===== src/rtl/wtrk_pkg.sv =====
// Shared types and constants for the mod-12 wrap tracker.
// Optional feature macro: WTRK_OVF_CNT_EN (adds the ovf_cnt output on the top).
package wtrk_pkg;

    localparam logic [3:0] CNT_MOD = 4'd12;
    localparam logic [3:0] CNT_MAX = 4'd11;

    typedef enum logic [1:0] {
        INIT  = 2'd0,
        TRACK = 2'd1,
        FAULT = 2'd2
    } wtrk_state_t;

    typedef enum logic [1:0] {
        UP_WRAP = 2'd0,
        DN_WRAP = 2'd1,
        LOAD    = 2'd2,
        ERROR   = 2'd3
    } wtrk_evt_t;

    typedef struct packed {
        wtrk_evt_t   typ;
        logic [3:0]  val;
    } wtrk_evt_s;

endpackage


===== src/rtl/wtrk_evt_fifo.sv =====
// Synchronous event FIFO with valid/ready pop. Not first-word fall-through:
// a pushed word is visible at the head on the cycle after the push.
// Head output holds the last popped word while the FIFO is empty.
module wtrk_evt_fifo #(
    parameter int DATA_W = 6,
    parameter int DEPTH  = 4
) (
    input  logic              clk,
    input  logic              rstn,
    input  logic              push_i,
    input  logic [DATA_W-1:0] din_i,
    input  logic              pop_i,
    output logic [DATA_W-1:0] dout_o,
    output logic              full_o,
    output logic              empty_o
);

    localparam int AW = $clog2(DEPTH);

    logic [DATA_W-1:0] mem_q [DEPTH];
    logic [AW:0]       wr_q;
    logic [AW:0]       rd_q;
    logic [DATA_W-1:0] hold_q;
    logic              pop_ok;
    logic              push_ok;

    assign empty_o = (wr_q == rd_q);
    assign full_o  = (wr_q[AW] != rd_q[AW]) && (wr_q[AW-1:0] == rd_q[AW-1:0]);
    assign pop_ok  = pop_i && !empty_o;
    // A pop in the same cycle frees the slot the push needs when full.
    assign push_ok = push_i && (!full_o || pop_ok);

    // Pointer and held-head update
    always_ff @(posedge clk) begin
        if (!rstn) begin
            wr_q   <= '0;
            rd_q   <= '0;
            hold_q <= '0;
        end else begin
            if (push_ok) wr_q <= wr_q + (AW+1)'(1);
            if (pop_ok) begin
                rd_q   <= rd_q + (AW+1)'(1);
                hold_q <= mem_q[rd_q[AW-1:0]];
            end
        end
    end

    // Storage write; contents need no reset since empty gates the head
    always_ff @(posedge clk) begin
        if (push_ok) mem_q[wr_q[AW-1:0]] <= din_i;
    end

    assign dout_o = empty_o ? hold_q : mem_q[rd_q[AW-1:0]];

endmodule


===== src/rtl/mod12_wrap_tracker.sv =====
// Mod-12 counter output tracker: checks each sampled step, keeps a net wrap
// count and reports wrap/load/error events through a small FIFO.
// Optional feature macro: WTRK_OVF_CNT_EN adds an 8-bit saturating ovf_cnt.
module mod12_wrap_tracker
    import wtrk_pkg::*;
#(
    parameter int WRAP_W    = 8,
    parameter int EVT_DEPTH = 4
) (
    input  logic              clk,
    input  logic              rstn,
    input  logic              cnt_valid,
    input  logic [3:0]        cnt_in,
    input  logic              load,
    input  logic              up_down,
    input  logic              clr_err,
    output logic [WRAP_W-1:0] wrap_cnt,
    output logic              evt_valid,
    input  logic              evt_ready,
    output logic [1:0]        evt_type,
    output logic [3:0]        evt_val,
    output logic              err_sticky,
    output logic              ovf_sticky
`ifdef WTRK_OVF_CNT_EN
    ,
    output logic [7:0]        ovf_cnt
`endif
);

    wtrk_state_t       state_q, state_d;
    logic [3:0]        prev_q, prev_d;
    logic [3:0]        exp_val;
    logic [WRAP_W-1:0] wrap_q, wrap_d;
    logic              err_q, ovf_q;
    logic              legal;
    logic              push;
    logic              err_set;
    logic              drop;
    logic              fifo_full, fifo_empty;
    wtrk_evt_s         push_evt;
    wtrk_evt_s         head_evt;

    assign legal   = (cnt_in < CNT_MOD);
    assign exp_val = up_down ? ((prev_q == CNT_MAX) ? 4'd0 : prev_q + 4'd1)
                             : ((prev_q == 4'd0) ? CNT_MAX : prev_q - 4'd1);

    // State, previous value and wrap count registers
    always_ff @(posedge clk) begin
        if (!rstn) begin
            state_q <= INIT;
            prev_q  <= '0;
            wrap_q  <= '0;
        end else begin
            state_q <= state_d;
            prev_q  <= prev_d;
            wrap_q  <= wrap_d;
        end
    end

    // Sample checking: next state, event to push and wrap count update
    always_comb begin
        state_d      = state_q;
        prev_d       = prev_q;
        wrap_d       = wrap_q;
        push         = 1'b0;
        err_set      = 1'b0;
        push_evt.typ = LOAD;
        push_evt.val = cnt_in;
        if (cnt_valid) begin
            case (state_q)
                INIT, FAULT: begin
                    if (load && legal) begin
                        prev_d  = cnt_in;
                        push    = 1'b1;
                        state_d = TRACK;
                    end
                end
                TRACK: begin
                    if (!legal) begin
                        push         = 1'b1;
                        push_evt.typ = ERROR;
                        err_set      = 1'b1;
                        state_d      = FAULT;
                    end else if (load) begin
                        prev_d = cnt_in;
                        push   = 1'b1;
                    end else if (cnt_in == exp_val) begin
                        prev_d = cnt_in;
                        if (up_down && prev_q == CNT_MAX) begin
                            push         = 1'b1;
                            push_evt.typ = UP_WRAP;
                            wrap_d       = wrap_q + WRAP_W'(1);
                        end else if (!up_down && prev_q == 4'd0) begin
                            push         = 1'b1;
                            push_evt.typ = DN_WRAP;
                            wrap_d       = wrap_q - WRAP_W'(1);
                        end
                    end else begin
                        push         = 1'b1;
                        push_evt.typ = ERROR;
                        err_set      = 1'b1;
                        state_d      = FAULT;
                    end
                end
                default: state_d = INIT;
            endcase
        end
    end

    // A full FIFO only has room when the consumer pops the head this cycle.
    assign drop = push && fifo_full && !evt_ready;

    // Sticky flags: a new set beats a coincident clear
    always_ff @(posedge clk) begin
        if (!rstn) begin
            err_q <= 1'b0;
            ovf_q <= 1'b0;
        end else begin
            err_q <= err_set || (err_q && !clr_err);
            ovf_q <= drop    || (ovf_q && !clr_err);
        end
    end

    wtrk_evt_fifo #(
        .DATA_W ($bits(wtrk_evt_s)),
        .DEPTH  (EVT_DEPTH)
    ) u_fifo (
        .clk     (clk),
        .rstn    (rstn),
        .push_i  (push),
        .din_i   (push_evt),
        .pop_i   (evt_ready),
        .dout_o  (head_evt),
        .full_o  (fifo_full),
        .empty_o (fifo_empty)
    );

    assign wrap_cnt   = wrap_q;
    assign evt_valid  = !fifo_empty;
    assign evt_type   = head_evt.typ;
    assign evt_val    = head_evt.val;
    assign err_sticky = err_q;
    assign ovf_sticky = ovf_q;

`ifdef WTRK_OVF_CNT_EN
    logic [7:0] ovf_cnt_q, ovf_cnt_d;

    always_comb begin
        ovf_cnt_d = ovf_cnt_q;
        if (drop)
            ovf_cnt_d = clr_err ? 8'd1 : ((ovf_cnt_q == 8'hFF) ? ovf_cnt_q : ovf_cnt_q + 8'd1);
        else if (clr_err)
            ovf_cnt_d = '0;
    end

    // Saturating dropped-event counter
    always_ff @(posedge clk) begin
        if (!rstn) ovf_cnt_q <= '0;
        else       ovf_cnt_q <= ovf_cnt_d;
    end

    assign ovf_cnt = ovf_cnt_q;
`endif

endmodule


===== config.mk =====
export PLATFORM = sky130hd
export DESIGN_NAME = mod12_wrap_tracker
export DESIGN_NICKNAME = d
export VERILOG_FILES = /design/src/rtl/wtrk_pkg.sv /design/src/rtl/wtrk_evt_fifo.sv /design/src/rtl/mod12_wrap_tracker.sv
export SDC_FILE = /design/constraint.sdc
export NUM_CORES = 1
export LEC_CHECK = 0
export BUFFER_PORTS_ARGS = -buffer_cell sky130_fd_sc_hd__buf_2
export CORE_ASPECT_RATIO = 0.6
export CORE_MARGIN = 3
export CORE_UTILIZATION = 35
export CTS_CLUSTER_SIZE = 40
export DETAILED_ROUTE_END_ITERATION = 10
export PLACE_DENSITY = 0.6
export SLEW_MARGIN = 20
export SYNTH_ARGS = -nofsm -noshare
export SYNTH_HDL_FRONTEND = slang
export SYNTH_SLANG_ARGS = --single-unit
export TNS_END_PERCENT = 5

===== constraint.sdc =====
create_clock -name clk -period 3.83 [get_ports clk]
set_input_delay 0.5745 -clock clk [delete_from_list [all_inputs] [get_ports clk]]
set_output_delay 0.5745 -clock clk [all_outputs]
set_load 0.05 [all_outputs]

# --- Word-level counts from Yosys, hierarchy flattened ---
# Memories as Yosys holds them, arrays and structs flattened. A register that Yosys moved wholly into a read port is not among the register bits.
# Cells that the tools add are included.
word_totals:
  input_bits: 11
  elab_cells: 95
  register_bits: 28
  mem_bits_rw: 24
  output_inout_bits: 17
  mem_count: 1
op_classes:
  n_reduce_logical: 26
  muxes: 40
  n_addsub: 6
  n_eq_ne: 12
  n_lt_le_gt_ge: 1
  bitwise_logic: 1
mem_list:
  columns: ["name", "words", "width", "read_ports", "rd_clocked_by_memory_dff", "write_ports", "line_no", "source"]
  rows:
  - ["u_fifo.mem_q", 4, 6, 1, 1, 1, "wtrk_evt_fifo.sv:20", "logic [DATA_W-1:0] mem_q [DEPTH];"]
op_table:
  columns: ["operator", "n"]
  rows:
  - ["2-to-1 mux 4 bit", 7]
  - ["2-to-1 mux 2 bit", 13]
  - ["2-to-1 mux 8 bit", 2]
  - ["2-to-1 mux 1 bit", 14]
  - ["logical AND 1 bit", 10]
  - ["inequality test 3 bit (second input constant)", 3]
  - ["adder 8 x 1 -> 8 bit (second input constant)", 1]
  - ["one-hot mux 4 bit (2 select lines)", 1]
  - ["subtractor 8 x 1 -> 8 bit (second input constant)", 1]
  - ["adder 3 x 1 -> 3 bit (second input constant)", 2]
  - ["2-to-1 mux 6 bit", 1]
  - ["AND reduction 6 bit", 1]
  - ["logical NOT 1 bit", 5]
  - ["AND reduction 5 bit", 1]
  - ["adder 4 x 1 -> 4 bit (second input constant)", 1]
  - ["equality test 4 bit", 1]
  - ["equality test 4 bit (second input constant)", 1]
  - ["logical NOT 4 bit", 1]
  - ["less-than comparator 4 bit (second input constant)", 1]
  - ["inequality test 2 bit (second input constant)", 2]
  - ["one-hot mux 2 bit (2 select lines)", 1]
  - ["AND reduction 4 bit", 1]
  - ["nonzero test 2 bit", 2]
  - ["subtractor 4 x 1 -> 4 bit (second input constant)", 1]
  - ["other kinds (10)", 12]

# --- Logic depth before layout (Yosys ltp) ---
# Gate-level depths: netlist (run 1).
logic_depth:
  depth_word: 12
  depth_mapped: 11
  ltp_nobuf: 11

# --- By module ---
# From an unflattened synthesis (run 1), not the netlist that was laid out.
unflattened:
  hier_cells: 310
  hier_area_um2: 3248.1
by_module_without_submodules:
  columns: ["module", "instances", "cells_each", "area_each_um2"]
  rows:
  - ["wtrk_evt_fifo", 1, 118, 1711.6]
  - ["mod12_wrap_tracker", 1, 192, 1536.5]

# --- Least setup slack after synthesis (run 1) ---
# OpenSTA, ideal clock, no wires.
synth_path:
  path_kind: "input to register"
  startpoint: "input up_down"
  endpoint: "register wrap_q[7] (netlist: wrap_cnt[7])"
  slack_ps: 1032
  stages: 11
  path_buffers: 1
  arrival_time_ps: 2738
  required_ps: 3770
  path_cell_list: "buf_6 > and2_1 > nand3_1 > ha_1 > a21oi_1 > nor2b_1 > o31a_1 > o41ai_1 > xor2_1 > or4_1 > nand2_1"
synth_via:
  elab_chain_len: 4
  elab_cells_between_ends: 8
  classes_between: "eq/ne (1); mux (2); reduce/logical (5)"
synth_rtl:
  columns: ["element", "line_no", "source"]
  rows:
  - ["start, declared", "mod12_wrap_tracker.sv:15", "input logic up_down,"]
  - ["branches (longest 4 deep; another with AND reduction 6 bit)", null, null]
  - ["end signal, assigned", "mod12_wrap_tracker.sv:56", "wrap_q <= wrap_d;"]
  - ["end, declared", "mod12_wrap_tracker.sv:33", "logic [WRAP_W-1:0] wrap_q, wrap_d;"]
# Parallel ways; which one is timed is not known.
# A chain may end at the register's enable or synchronous reset.

# --- Worst setup path after layout (run 1) ---
layout_path:
  startpoint: "register prev_q[0]"
  endpoint: "register wrap_q[7] (netlist: wrap_cnt[7])"
layout_via:
  elab_chain_len: 5
  elab_cells_between_ends: 13
  classes_between: "add/sub (2); eq/ne (2); mux (4); reduce/logical (5)"
layout_rtl:
  columns: ["element", "line_no", "source"]
  rows:
  - ["start, declared", "mod12_wrap_tracker.sv:31", "logic [3:0] prev_q, prev_d;"]
  - ["start signal, assigned", "mod12_wrap_tracker.sv:55", "prev_q <= prev_d;"]
  - ["subtractor 4 x 1 -> 4 bit (tied with other cells)", "mod12_wrap_tracker.sv:45", ": ((prev_q == 4'd0) ? CNT_MAX : prev_q - 4'd1);"]
  - ["2-to-1 mux 4 bit (on tied branches)", "mod12_wrap_tracker.sv:45, mod12_wrap_tracker.sv:44", null]
  - ["2-to-1 mux 4 bit", "mod12_wrap_tracker.sv:44", "assign exp_val = up_down ? ((prev_q == CNT_MAX) ? 4'd0 : prev_q + 4'd1)"]
  - ["equality test 4 bit", "mod12_wrap_tracker.sv:87", "end else if (cnt_in == exp_val) begin"]
  - ["AND reduction 6 bit (no source line)", null, null]
# Parallel ways exist; a longest one is shown, timed or not.

==> results of run 1 <==
## synth_stat cells (2+ instances only)
cell      instances
a21oi_1          17
o31a_1            2
mux2_2            6
nand3b_1          2
nand2_1          29
clkbuf_1          5
mux4_2            6
o21ai_0           7
nand4_1           2
nand3_1          14
inv_1            10
edfxtp_1         24
xnor2_1           8
and2_1            7
dfxtp_1          30
ha_1             13
nor3_1            2
o21bai_1          2
nand2b_1          3
nor3b_1           2
xor2_1            8
nor2_1           22
a211oi_1          2
clkbuf_8          2
nor2b_1           2
buf_6             3
mux2i_1          12
## final cells by class
type	count	area share [%]
inverter	10	1.192
sequential	54	41.97
timing repair buffer	27	4.293
clock buffer	6	4.094
tap	104	4.134
multi-input combinational	186	43.08
clock inverter	2	1.232
## logic make-up after synthesis
kind of cell | after synthesis | synth area share, %
flops | 54 | 47.19
simple gates | 90 | 15.55
mux | 24 | 11.53
compound gates | 42 | 9.830
fa+ha+maj | 14 | 6.524
xor+xnor | 16 | 5.005
buf+inv | 21 | 4.379
## registers in the layout, indices dropped and copies added, names as in the netlist, named ones only
signal and count:
err_sticky 1, u_fifo.rd_q 3, state_q 2, ovf_sticky 1, u_fifo.wr_q 3, wrap_cnt 8, u_fifo.hold_q 6, prev_q 4
u_fifo.mem_q 24
## per-layer routing
layer / up-vias / share of wire [%] / track usage [%]
met4: 0 / 1.2 / 4.472
met2: 47 / 40 / 18.96
met5: - / 0 / 0
met3: 5 / 5.4 / 3.904
met1: 918 / 54 / 19.54
li1: 977 / - / -
## through the flow
| step | total power (W) | utilization (%) | worst slack (ns) | cell area, µm² |
|---|---|---|---|---|
| 6_report | 0.001449 | 41.93 | 0.6051 | 3148 |
| 5_1_grt | 0.001523 | 41.93 | 0.2969 | 3148 |
| 4_1_cts | 0.001475 | 41.93 | 0.6687 | 3148 |
| 3_5_place_dp | 0.0009481 | 39.70 | 0.6128 | 2980 |
| 3_3_place_gp | 0.0009439 | 39.70 | 0.7101 | 2980 |
| 2_1_floorplan | 0.0008891 | - | 1.032 | 2800 |
## worst max-delay path, cell delays in order, from the launching register on
cell and delay (ns):
dfxtp_1 0.42, ha_1 0.27, and2_1 0.21, nand3_1 0.34
ha_1 0.42, a21oi_1 0.14, nor2b_1 0.07, o31a_1 0.26
o41ai_1 0.39, xor2_1 0.14, or4_1 0.41, nand2_1 0.07
## final timing paths
path | slack [ns] | endpoint | depth (start not counted) | startpoint
worst max-delay path | 0.61 | wrap_cnt[7] | 11 | prev_q[0]
worst min-delay path | 0.45 | u_fifo.hold_q[2] | 2 | u_fifo.hold_q[2]
worst max register to register | 0.61 | wrap_cnt[7] | 11 | prev_q[0]
worst min register to register | 0.45 | u_fifo.hold_q[2] | 2 | u_fifo.hold_q[2]
## power by group
part	internal (W)	switching, W
sequential	0.000624	0.0000240
combinational	0.0000954	0.000191
clock	0.000310	0.000205
==> metrics.txt, run 1 <==
critical path capture point type flip-flop; final sum of negative setup slack 0 ns; core area roughly 0.0075 mm²; CTS buffer count 5; syn_area_per_cell roughly 11 µm²; Post-synth EDFFs 24; ys async rst share 0%; Tcrit/Tclk final a little over four fifths; Post-Synthesis Cells about 260; post-synth top area cell edfxtp_1; most common cell after layout, fill and taps aside dfxtp_1; Post-synth top flop dfxtp_1; clock tree buffer depth 2; Rel. slew slack about 52%; pin count of the biggest net entering global routing 22; mapped cell area approximately 0.0028 mm²; first-pass GRT wire length around 9400 µm; #FFs+latches synth 54; Final setup viols 0; DRC viols 0; drt via density roughly 5; worst hold slack about 0.45 ns; Initial Utilization between 30% and 40%; Slew Viols, Final 0; total gr overflow 0; Max Cap Viol 0; Filler cells between 700 and 800; Nets slightly above 300; commonest non-fill, non-tap cells in the layout 30 x dfxtp_1, 29 x nand2_1, 27 x buf_2; Post-CTS Setup Bufs 0; pwr dens about 460 mW/mm²; Die X 121.5 µm; Worst-path clk slew around 0.07 ns; sequential cell area fraction in the yosys report 47.18%; CP arrival 3.47 ns; die height approximately 75 µm; post-detail-place hpwl around 4200 µm; TritonCTS clock tree done; WL/cell 14.62 µm; Via Count ~2,000; kind of critical path flip-flop to flip-flop; FMAX 310.1 MHz; final hold vios 0; worst-margin pin slew 0.7138 ns; fin cells a little under 400; IO Port Bufs 27; drt total wl approximately 5700 µm; H-tree levels 2; worst-path maximum fanout 8; clock root buffer master clkbuf_16; drt initial violations roughly 130; placed cells ~380; VDD IR max approximately 0.00017 V; share of the synthesized area in the top cell type about 26%; total track usage 13.37%; Multi-input gate area approximately 0.0014 mm²; Synth Net Count 286; WP data required between 4 and 5 ns; sequential cell area between 0.001 and 0.0015 mm²; Yosys cell types 46; largest cells by area after synthesis edfxtp_1 26%, dfxtp_1 21%, ha_1 5.8%; Syn-to-layout area delta 12.42%; GP Congestion 0.7152; Ys Warns 0; DRT Pass-1 Iters 4; # diodes 0; Tmin final about 3.2 ns; initial antenna violation count 0; Post-CTS Hold Fix Bufs 0; clk_lat worst skew 0.29 ns; clk sinks between 50 and 60; Die ar. slightly above 0.009 mm²; outcome complete, no violations; Pleak ~1.2 nW; layout cells sized above 1 ~17%; CTS resizes 0; hold crit path type flip-flop to flip-flop; vias in the first global route approximately 1,900; Final ANT Viol Nets 0; row count 24; RSZ-0062 raised after global routing false; number of top-level pins 28; worst clock skew around 0.0048 ns; startpoint types flip-flop
No activity file was read; power rests on OpenSTA's default activity.
==> run 2, diff against run 1 <==
PLACE_DENSITY = 0.62   (was 0.6)
clock period = 2.95 ns   (was 3.83 ns; I/O delays follow)
==> metrics.txt, run 2 (synthesis gave the netlist of run 1 again) <==
clk_lat worst skew 0.29 ns (about the same); Worst-path clk slew 0.07 ns (about the same); commonest non-fill, non-tap cells in the layout 30 x dfxtp_1, 29 x nand2_1, 27 x buf_2; kind of critical path flip-flop to flip-flop; vias in the first global route 1,966 (+5.4%); VDD IR max 0.0002030 V (+21%); # diodes 0 (unchanged); TritonCTS clock tree done; Die ar. 0.009145 mm² (unchanged); Max Cap Viol 0 (unchanged); WL/cell 14.80 µm (+1.2%); row count 24 (unchanged); clock share of power 35.2% (-0.3 points); DP Area 0.003025 mm² (+1.5%); worst-margin pin slew 0.7025 ns (-0.01134 ns); GP Congestion 0.7750 (+8.4%); final sum of negative setup slack 0 ns (unchanged); worst clock skew 0.002978 ns (-0.001845 ns); drt initial violations 155 (+20%); startpoint types flip-flop; Psw 0.0005471 W (+30%); Final Cell Area 0.003217 mm² (+2.2%); initial antenna violation count 0 (unchanged); Syn-to-layout area delta 14.88%; switching share of power 28.90% (-0.076 points); Filler cells 751 (+0.27%); Rel. slew slack 53.12% (+0.70 points); critical path capture point type flip-flop; pin count of the biggest net entering global routing 22 (unchanged); Tmin final 2.729 ns (-0.4961 ns); drt total wl 5847 µm (+2.8%); Pleak 1.245 nW (+2.5%); Multi-input gate area 0.001380 mm² (+1.8%); WP data required 3.19 ns (-0.88 ns); DRT Pass-1 Iters 4 (unchanged); hold crit path type input pin to flip-flop; H-tree levels 2 (unchanged); core area 0.007507 mm² (unchanged); sequential power share 44.5% (-0.2 points); clk sinks 54 (unchanged); Initial Utilization 37.30% (unchanged); Final ANT Viol Nets 0 (unchanged); DRC viols 0 (unchanged); die height 75.29 µm (unchanged); Comb power frac 20.3% (+0.5 points); worst-path maximum fanout 6 (-2); number of top-level pins 28 (unchanged); outcome complete, no violations; Final setup viols 0 (unchanged); layout cells sized above 1 20.96% (+4.1 points); post-detail-place hpwl 4250 µm (+1.8%); total track usage 14.41% (+1.0 points); fin util 42.85% (+0.92 points); clock root buffer master clkbuf_16; P_int 0.001346 W (+31%); Nets 315 (+1.9%); Die X 121.5 µm (unchanged); drt via density 5.020 (+0.30%); final hold vios 0 (unchanged); first-pass GRT wire length 9949 µm (+6.3%); IO Port Bufs 27 (unchanged); max reg flops 24 (unchanged); most common cell after layout, fill and taps aside dfxtp_1; total gr overflow 0 (unchanged); CTS buffer count 5 (unchanged); CP arrival 2.97 ns (-0.50 ns); FMAX 366.5 MHz (+18%); RSZ-0062 raised after global routing false; clock tree buffer depth 2 (unchanged); sequential cell area 0.001321 mm² (unchanged); Post-CTS Hold Fix Bufs 0 (unchanged); Tcrit/Tclk final 92.50% (+8.3 points); Slew Viols, Final 0 (unchanged); pwr dens 588.5 mW/mm² (+28%); Via Count 1,983 (+1.8%)
[run 2: changes by cell type in the layout (fill, tap and decap cells not counted), sizes merged]
cell / delta
buf: +6
[run 2: path summary, 6_finish.rpt]
| kind | start | endpoint | slack (ns) | depth (start not counted) |
|---|---|---|---|---|
| max reg2reg | prev_q[1] | wrap_cnt[7] | 0.22 | 11 |
| max | prev_q[1] | wrap_cnt[7] | 0.22 | 11 |
| min reg2reg | u_fifo.hold_q[1] | u_fifo.hold_q[1] | 0.46 | 2 |
| min | clr_err | ovf_sticky | 0.43 | 3 |
[run 2: power groups by stage]
stage          Sequential [W]  Combinational [W]  Clock (W)
2_1_floorplan        0.000842           0.000312          0
3_3_place_gp         0.000858           0.000378          0
3_5_place_dp         0.000859           0.000382          0
4_1_cts              0.000843           0.000386   0.000693
5_1_grt              0.000847           0.000416   0.000730
6_report             0.000842           0.000385   0.000667
[run 2: metal layers]
layer,GRT usage [%],routed length [µm],vias to the layer above
li1,-,-,1000
met1,21.29,3131,932
met2,20.18,2401,47
met3,4.580,279,4
met4,4.099,36,0
met5,0,0,-
[run 2: stage by stage]
step	worst slack [ns]	cells	power [W]	hold slack, ns
global placement	0.2011	387	0.001236	0.4389
floorplan	0.2373	261	0.001154	0.4338
CTS	0.05989	395	0.001921	0.4056
detailed placement	0.09217	387	0.001242	0.4490
global route	0.008037	395	0.001994	0.4243
finish	0.2211	395	0.001893	0.4264
[run 2: area by class of cell]
type,count,share of cell area (%)
repair buffers,33,5.601
clock buffers,6,4.006
clock inverters,2,1.206
well taps,104,4.045
multi-input cells,186,42.90
inverters,10,1.167
flip-flops and latches,54,41.07
[run 2: worst max-delay path, cell delays in order, from the launching register on]
cell     delay [ns]
dfxtp_1        0.42
ha_2           0.26
and2_1         0.21
nand3_2        0.15
ha_1           0.32
a21oi_1        0.15
nor2b_1        0.08
o31a_1         0.27
o41ai_2        0.23
xor2_1         0.12
or4_1          0.40
nand2_1        0.07
[run 2: what timing repair did]
action / in CTS / in global routing
endpoints found under the setup margin: 0 / 19
gates resized for setup: 0 / 7
buffers inserted: 0 / 0
